$ cat config.mk
export PLATFORM = sky130hd
export DESIGN_NAME = se_fc_accumulator
export DESIGN_NICKNAME = d
export VERILOG_FILES = /design/src/rtl/se_fc_accumulator.sv
export SDC_FILE = /design/constraint.sdc
export NUM_CORES = 2
export LEC_CHECK = 0
export BUFFER_PORTS_ARGS = -buffer_cell sky130_fd_sc_hd__buf_2
export CAP_MARGIN = 25
export CORE_AREA = 2 2 276 278
export CTS_BUF_LIST = sky130_fd_sc_hd__clkbuf_4 sky130_fd_sc_hd__clkbuf_8
export DETAILED_ROUTE_END_ITERATION = 8
export DIE_AREA = 0 0 278 280
export MAX_ROUTING_LAYER = met4
export PLACE_DENSITY = 0.7
export SYNTH_ARGS = -nofsm -noshare
export SYNTH_HDL_FRONTEND = slang
export SYNTH_SLANG_ARGS = --single-unit
$ cat constraint.sdc
create_clock -name clk -period 10.35 [get_ports clk]
set_input_delay 1.035 -clock clk [delete_from_list [all_inputs] [get_ports clk]]
set_output_delay 1.035 -clock clk [all_outputs]
set_load 0.05 [all_outputs]
$ cat src/rtl/se_fc_accumulator.sv
`default_nettype none
// ============================================================================
// Module      : se_fc_accumulator
// Description : Fully-connected neuron accumulator. Sums packed lane products
//               over a number of beats, adds bias, applies ReLU/hard-sigmoid.
// Revision    : 1.0 - initial release
// ============================================================================
module se_fc_accumulator #(
    parameter int bitsize       = 14,
    parameter int FRAC_BITS     = 7,
    parameter int NUM_INSTANCES = 32,
    parameter int CNT_WIDTH     = 8
) (
    input  logic                                                  clk,
    input  logic                                                  rst,
    input  logic                                                  start,
    input  logic [CNT_WIDTH-1:0]                                  num_beats,
    input  logic signed [bitsize-1:0]                             bias,
    input  logic                                                  act_sel,
    input  logic signed [NUM_INSTANCES*(2*bitsize-FRAC_BITS)-1:0] Mul_result,
    input  logic                                                  valid,
    output logic                                                  busy,
    output logic signed [bitsize-1:0]                             result,
    output logic                                                  out_valid
);

    localparam int LANE_W = 2*bitsize - FRAC_BITS;
    localparam int ACC_W  = LANE_W + $clog2(NUM_INSTANCES) + CNT_WIDTH;
    // Two guard bits so acc + bias + sigmoid offset can never wrap.
    localparam int ACT_W  = ACC_W + 2;

    localparam logic signed [ACT_W-1:0] HS_OFFSET = ACT_W'(3 << FRAC_BITS);
    localparam logic signed [ACT_W-1:0] HS_MAX    = ACT_W'(6 << FRAC_BITS);
    localparam logic signed [ACT_W-1:0] HS_ONE    = ACT_W'(1 << FRAC_BITS);
    localparam logic signed [ACT_W-1:0] HS_MUL    = ACT_W'(43);
    localparam logic signed [ACT_W-1:0] SAT_MAX   = ACT_W'((1 << (bitsize-1)) - 1);
    localparam logic signed [ACT_W-1:0] SAT_MIN   = ~SAT_MAX;

    typedef enum logic [1:0] {
        IDLE   = 2'd0,
        ACCUM  = 2'd1,
        FINISH = 2'd2
    } state_t;

    state_t                     r_state;
    state_t                     w_next_state;
    logic                       w_beat_take;
    logic signed [ACC_W-1:0]    r_acc;
    logic [CNT_WIDTH-1:0]       r_beat_cnt;
    logic [CNT_WIDTH-1:0]       r_num_beats;
    logic signed [bitsize-1:0]  r_bias;
    logic                       r_act_sel;

    logic signed [ACC_W-1:0]    w_beat_sum;
    logic signed [ACT_W-1:0]    w_sum;
    logic signed [ACT_W-1:0]    w_relu;
    logic signed [ACT_W-1:0]    w_hs;
    logic signed [ACT_W-1:0]    w_hs_clamp;
    logic signed [ACT_W-1:0]    w_hs_prod;
    logic signed [ACT_W-1:0]    w_hs_scaled;
    logic signed [ACT_W-1:0]    w_hs_y;
    logic signed [ACT_W-1:0]    w_y;
    logic signed [bitsize-1:0]  w_sat;

    assign busy = (r_state != IDLE);

    always_comb begin
        w_beat_sum = '0;
        for (int i = 0; i < NUM_INSTANCES; i++) begin
            w_beat_sum = w_beat_sum + {{(ACC_W-LANE_W){Mul_result[i*LANE_W+LANE_W-1]}},
                                       Mul_result[i*LANE_W +: LANE_W]};
        end
    end

    always_comb begin
        w_next_state = r_state;
        w_beat_take  = 1'b0;
        case (r_state)
            IDLE: begin
                if (start) begin
                    w_next_state = (num_beats == '0) ? FINISH : ACCUM;
                end
            end
            ACCUM: begin
                if (valid) begin
                    w_beat_take = 1'b1;
                    if (r_beat_cnt == r_num_beats - CNT_WIDTH'(1)) begin
                        w_next_state = FINISH;
                    end
                end
            end
            FINISH:  w_next_state = IDLE;
            default: w_next_state = IDLE;
        endcase
    end

    // Activation datapath, only consumed in FINISH.
    always_comb begin
        w_sum       = {{2{r_acc[ACC_W-1]}}, r_acc}
                    + {{(ACT_W-bitsize){r_bias[bitsize-1]}}, r_bias};
        w_relu      = (w_sum < 0) ? '0 : w_sum;
        w_hs        = w_sum + HS_OFFSET;
        w_hs_clamp  = (w_hs < 0) ? '0 : ((w_hs > HS_MAX) ? HS_MAX : w_hs);
        w_hs_prod   = w_hs_clamp * HS_MUL;
        w_hs_scaled = w_hs_prod >>> 8;
        w_hs_y      = (w_hs_scaled > HS_ONE) ? HS_ONE : w_hs_scaled;
        w_y         = r_act_sel ? w_hs_y : w_relu;
        if (w_y > SAT_MAX) begin
            w_sat = SAT_MAX[bitsize-1:0];
        end else if (w_y < SAT_MIN) begin
            w_sat = SAT_MIN[bitsize-1:0];
        end else begin
            w_sat = w_y[bitsize-1:0];
        end
    end

    always_ff @(posedge clk or posedge rst) begin
        if (rst) begin
            r_state     <= IDLE;
            r_acc       <= '0;
            r_beat_cnt  <= '0;
            r_num_beats <= '0;
            r_bias      <= '0;
            r_act_sel   <= 1'b0;
            result      <= '0;
            out_valid   <= 1'b0;
        end else begin
            r_state   <= w_next_state;
            out_valid <= 1'b0;
            if (r_state == IDLE && start) begin
                r_acc       <= '0;
                r_beat_cnt  <= '0;
                r_num_beats <= num_beats;
                r_bias      <= bias;
                r_act_sel   <= act_sel;
            end
            if (w_beat_take) begin
                r_acc      <= r_acc + w_beat_sum;
                r_beat_cnt <= r_beat_cnt + CNT_WIDTH'(1);
            end
            if (r_state == FINISH) begin
                result    <= w_sat;
                out_valid <= 1'b1;
            end
        end
    end

endmodule
`default_nettype wire

After elaboration in Yosys (flattened, before gate mapping). Index checks and enable logic that the tools add are counted. W data, S select, Z words.

Register bits: 82. Input bits: 699. Output and inout bits: 16.

Magnitude comparators: 6. Reduce and logical (&&, ||, !) cells: 6. Mux-type cells: 19. Add/subtract/negate cells: 36. Equal/unequal tests: 6. Multipliers: 1.

Operators with widths (count): $add A34 B34 Y34 (19); $mux W36 (5); $mux W34 (2); $add A35 B10 Y36 const B (1); $gt A36 B11 Y1 const B (1); $gt A36 B14 Y1 const B (1); $lt A36 B1 Y1 const B (1); $lt A36 B14 Y1 const B (1); $mul A36 B7 Y36 const B (1); $add A34 B14 Y35 (1); $lt A35 B1 Y1 const B (1); $add A33 B21 Y34 (1); $add A32 B21 Y33 (1); $add A31 B21 Y32 (1); $add A30 B21 Y31 (1); $add A29 B21 Y30 (1); $add A28 B21 Y29 (1); $add A27 B21 Y28 (1); $gt A28 B9 Y1 const B (1); $mux W14 (2); $add A26 B21 Y27 (1); $add A25 B21 Y26 (1); $add A24 B21 Y25 (1); $add A23 B21 Y24 (1); other kinds (17) (26).

Depth between registers and ports, before layout.
Depth in word-level cells: 33. Mapped depth: 44. Depth with buffers taken out: 42.

Least setup slack after synthesis. OpenSTA, ideal clock, no wires.

Path type: register to register. Start point: register r_bias[13]. End point: register result[0]. Data required time: 10.251 ns. Arrival: 9.608 ns. Library setup time: 0.099 ns. Cell stages (with the launch flop): 36. Path buffers: 2. Path slack: 0.642 ns. Path through: dfrtp_1 ha_1 buf_6 nand4_2 or2_1 or4_4 a211oi_4 nor2_2 xor2_2 or4_4 or3_1 a311o_1 nor4_1 nand3_1 clkbuf_1 nor2_1 ha_1 ha_1 inv_1 fa_1 inv_1 ha_1 xor2_1 ha_1 a21o_1 a21oi_1 o21ai_0 nor3b_2 o31ai_2 xor2_1 or4_1 or4_1 or4_4 o41ai_4 nand2_1 a311oi_1.

Word-level cells in the longest chain between the ends: 12.

RTL lines: start: declaration (RTL line 51) `logic signed [bitsize-1:0] r_bias;`; start signal: assignment (RTL line 134) `r_bias <= bias;`; $add A34 B14 Y35 * (RTL line 100) `+ {{(ACT_W-bitsize){r_bias[bitsize-1]}}, r_bias};`; $add A35 B10 Y36 (RTL line 102) `w_hs = w_sum + HS_OFFSET;`; $gt A36 B11 Y1 (RTL line 103) `w_hs_clamp = (w_hs < 0) ? '0 : ((w_hs > HS_MAX) ? HS_MAX : w_hs);`; $mux W36 (2 in series) (RTL line 103); $mul A36 B7 Y36 (RTL line 104) `w_hs_prod = w_hs_clamp * HS_MUL;`; $gt A28 B9 Y1 (RTL line 106) `w_hs_y = (w_hs_scaled > HS_ONE) ? HS_ONE : w_hs_scaled;`; $mux W36 (RTL line 106); $mux W36 * (RTL line 107) `w_y = r_act_sel ? w_hs_y : w_relu;`; $lt A36 B14 Y1 (RTL line 110) `end else if (w_y < SAT_MIN) begin`; $mux W14 (RTL line 110); $mux W14 * (RTL line 108) `if (w_y > SAT_MAX) begin`; end signal: assignment (RTL line 142) `result <= w_sat;`; end: declaration (RTL line 23) `output logic signed [bitsize-1:0] result,`.

Mark *: on every way between the ends. The rest lies on a longest branch, timed or not. A chain may end at the register's enable or synchronous reset.

Worst setup path after layout.
Start point: register r_acc[0]. End point: register result[4].

Word-level cells in the longest chain between the ends: 12.

RTL lines: start: declaration (RTL line 48) `logic signed [ACC_W-1:0] r_acc;`; start signal: assignment (RTL line 138) `r_acc <= r_acc + w_beat_sum;`; $add A34 B14 Y35 * (RTL line 100); $add A35 B10 Y36 (RTL line 102); $gt A36 B11 Y1 (RTL line 103); $mux W36 (2 in series) (RTL line 103); $mul A36 B7 Y36 (RTL line 104); $gt A28 B9 Y1 (RTL line 106); $mux W36 (RTL line 106); $mux W36 * (RTL line 107); $lt A36 B14 Y1 (RTL line 110); $mux W14 (RTL line 110); $mux W14 * (RTL line 108).

Marked as above.

==> results.tsv <==
metric	value	unit
grt_setup_unrepaired	false	
fin_crit_sh	94.5	%
dieHeight	280	um
layout-drive-gt1-share	23.0	%
path_max_fanout	8	
vias	24700	
drtIter0Drc	1308	
clk_latency	0.41	ns
crit_slowest_cell	or4_1	
synthFlopType	dfrtp_1	
htree_levels	3	
fin_tns_setup	0	ns
syn-cell-area	31400	um2
final-seq-area	2050	um2
gp_congestion	0.985	
cap_violations	0	
maxSlewViolCount	0	
max-slew-margin-rel	11.8	%
synth_edf_count	0	
cts_tree	done	
syn_inst	3197	
multiInputGateArea	25700	um2
ys_seq_area_share	6.53	%
required	10.66	ns
yosys.area.top_type	fa_1	
port_buffers	714	
yosysMostFrequentCell	inv_1	
avgRoutedWirePerCell	19.5	um
start_util	41.8	%
fin_area	37400	um2
placed_cell_area	37100	um2
grt_max_degree	46	
hold_violations	0	
nets	5753	
synth.area.top_cells	fa_1, inv_1, ha_1, dfrtp_1, xnor2_1	
ctsHoldBuffers	0	
place_ws	0.404	ns
worstPathArrival	10.09	ns
worstSetupStartpointType	register	
rows	101	
antenna_found_initial	24	
period_minus_slack	9.78	ns
fin_skew	0.0176	ns
yosysUniqueCellTypes	105	
fillers	7044	
core_region_area	75200	um2
ys_ff_latch	82	
io_pins	715	
grt_pass1_vias	26600	
area_delta_synth_final	19.0	%
path_class	register to register	
track_usage	26.6	%
setup_viol	0	
max_clock_freq	0.102	GHz
synth_common_cells	inv_1, fa_1, ha_1	
syn_area_per_cell	9.82	um2
worstSetupEndpointType	register	
clock_path_buffers	2	
dieArea	77800	um2
cts_made_buffers	9	
cpPeakStageDelay	0.59	ns
fp.dieW	278	um
drc	0	
fin_cells	5073	
dp_hpwl	91700	um
grt_overflow	0	
dpl.cell_count	5034	
worstMarginPinSlew	1.32	ns
ant_nets	0	
ys.warnings.count	0	
ys_async_sr_fraction	100	%
via_per_inst	4.86	
netlist.area_leader.share	50.9	%
clk_pin_slew	0.09	ns
status	completed	
drt_pass1_iterations	5	
cts_num_sinks	82	
min_path_type	register to register	
drt_wl_total	98900	um
grt_pass1_wl	152000	um
clockRootBuffer	clkbuf_8	
setup_slack	0.570	ns
-- critical path, delay by kind of cell (launching register included) --
kind                     cells  cell delay, ns
AND/OR/NAND/NOR             10            3.50
AO/OA/AOI/OAI               10            2.10
adder cells (fa/ha/maj)      6            1.94
buffers and inverters        5            0.78
multiplexers                 2            0.50
XOR/XNOR                     3            0.44
flip-flops                   1            0.42
-- path summary, 6_finish.rpt --
check                              start              to  slack, ns  cells after the start
setup / recovery                r_acc[0]       result[4]       0.57                     36
hold / removal             r_beat_cnt[7]   r_beat_cnt[7]       0.52                      1
setup reg to reg                r_acc[0]       result[4]       0.57                     36
hold reg to reg            r_beat_cnt[7]   r_beat_cnt[7]       0.52                      1
max in group asynchronous            rst        r_acc[7]       8.42                      3
min in group asynchronous            rst  r_num_beats[5]       0.77                      2
-- flip-flops by register name, indices dropped and copies added (netlist names) --
register / count
r_num_beats: 8
r_bias: 14
r_act_sel: 1
r_beat_cnt: 8
result: 14
r_acc: 34
out_valid: 1
r_state: 2
-- area by class of cell --
class,count,share of cell area (%)
Antenna cell,23,0.154
Clock buffer,12,0.409
Clock inverter,4,0.0737
Inverter,990,9.95
Multi-Input combinational cell,2154,68.7
Sequential cell,82,5.49
Tap cell,978,3.28
Timing Repair Buffer,830,11.9
-- cells in the final DEF (no fill, tap or decap), types with 15 or more instances in the layout --
cell | synthesis | routed
nand2_1 | 95 | 95
o21bai_1 | 15 | 15
conb_1 | 2 | 90
nor2b_1 | 21 | 21
o21ai_0 | 99 | 98
buf_4 | 3 | 115
o21a_1 | 16 | 16
a21o_1 | 38 | 38
mux2_2 | 27 | 27
inv_1 | 989 | 988
diode_2 | 0 | 23
nand4_1 | 30 | 30
a21oi_1 | 117 | 113
nor2_1 | 117 | 114
and3_1 | 15 | 15
nand2b_1 | 23 | 23
xnor2_1 | 69 | 69
xor2_1 | 37 | 36
ha_1 | 188 | 188
buf_2 | 7 | 714
fa_1 | 799 | 799
nand3_1 | 42 | 42
nor3_1 | 54 | 51
dfrtp_1 | 82 | 82
-- layer usage --
metal / part of all wire, % / global-route usage (%) / wire [um] / up-vias
li1: - / - / - / 11400
met1: 39 / 31.8 / 38400 / 12300
met2: 52 / 46.2 / 51100 / 808
met3: 5.7 / 3.81 / 5610 / 117
met4: 3.9 / 9.11 / 3820 / 0
met5: 0 / - / 0 / -
-- logic make-up after synthesis --
family                     count (synthesis)  synth area share [%]
AOI/OAI and AO/OA                        436                  9.38
xor gates and xnor gates                 108                  3.06
adders and majority gates                987                  58.4
buffers and inverters                   1049                  13.0
DFF                                       82                  6.53
muxes                                     35                  1.22
other                                      2                0.0239
and+or+nand+nor                          498                  8.37
-- repair_timing --
action | in CTS | in global routing
endpoints found under the setup margin | 0 | 8
resized for setup | 0 | 15
setup buffers | 0 | 0
-- stage by stage --
step / hold WS [ns] / utilization, %
global placement: 0.493 / 49.3
CTS: 0.522 / 49.5
detailed placement: 0.503 / 49.3
finish: 0.522 / 49.7
floorplan: 0.461 / -
global route: 0.543 / 49.7
Power is left out: the tool's default activity adds up to more than one toggle a clock period on the data nets, which glitch-free logic cannot reach.
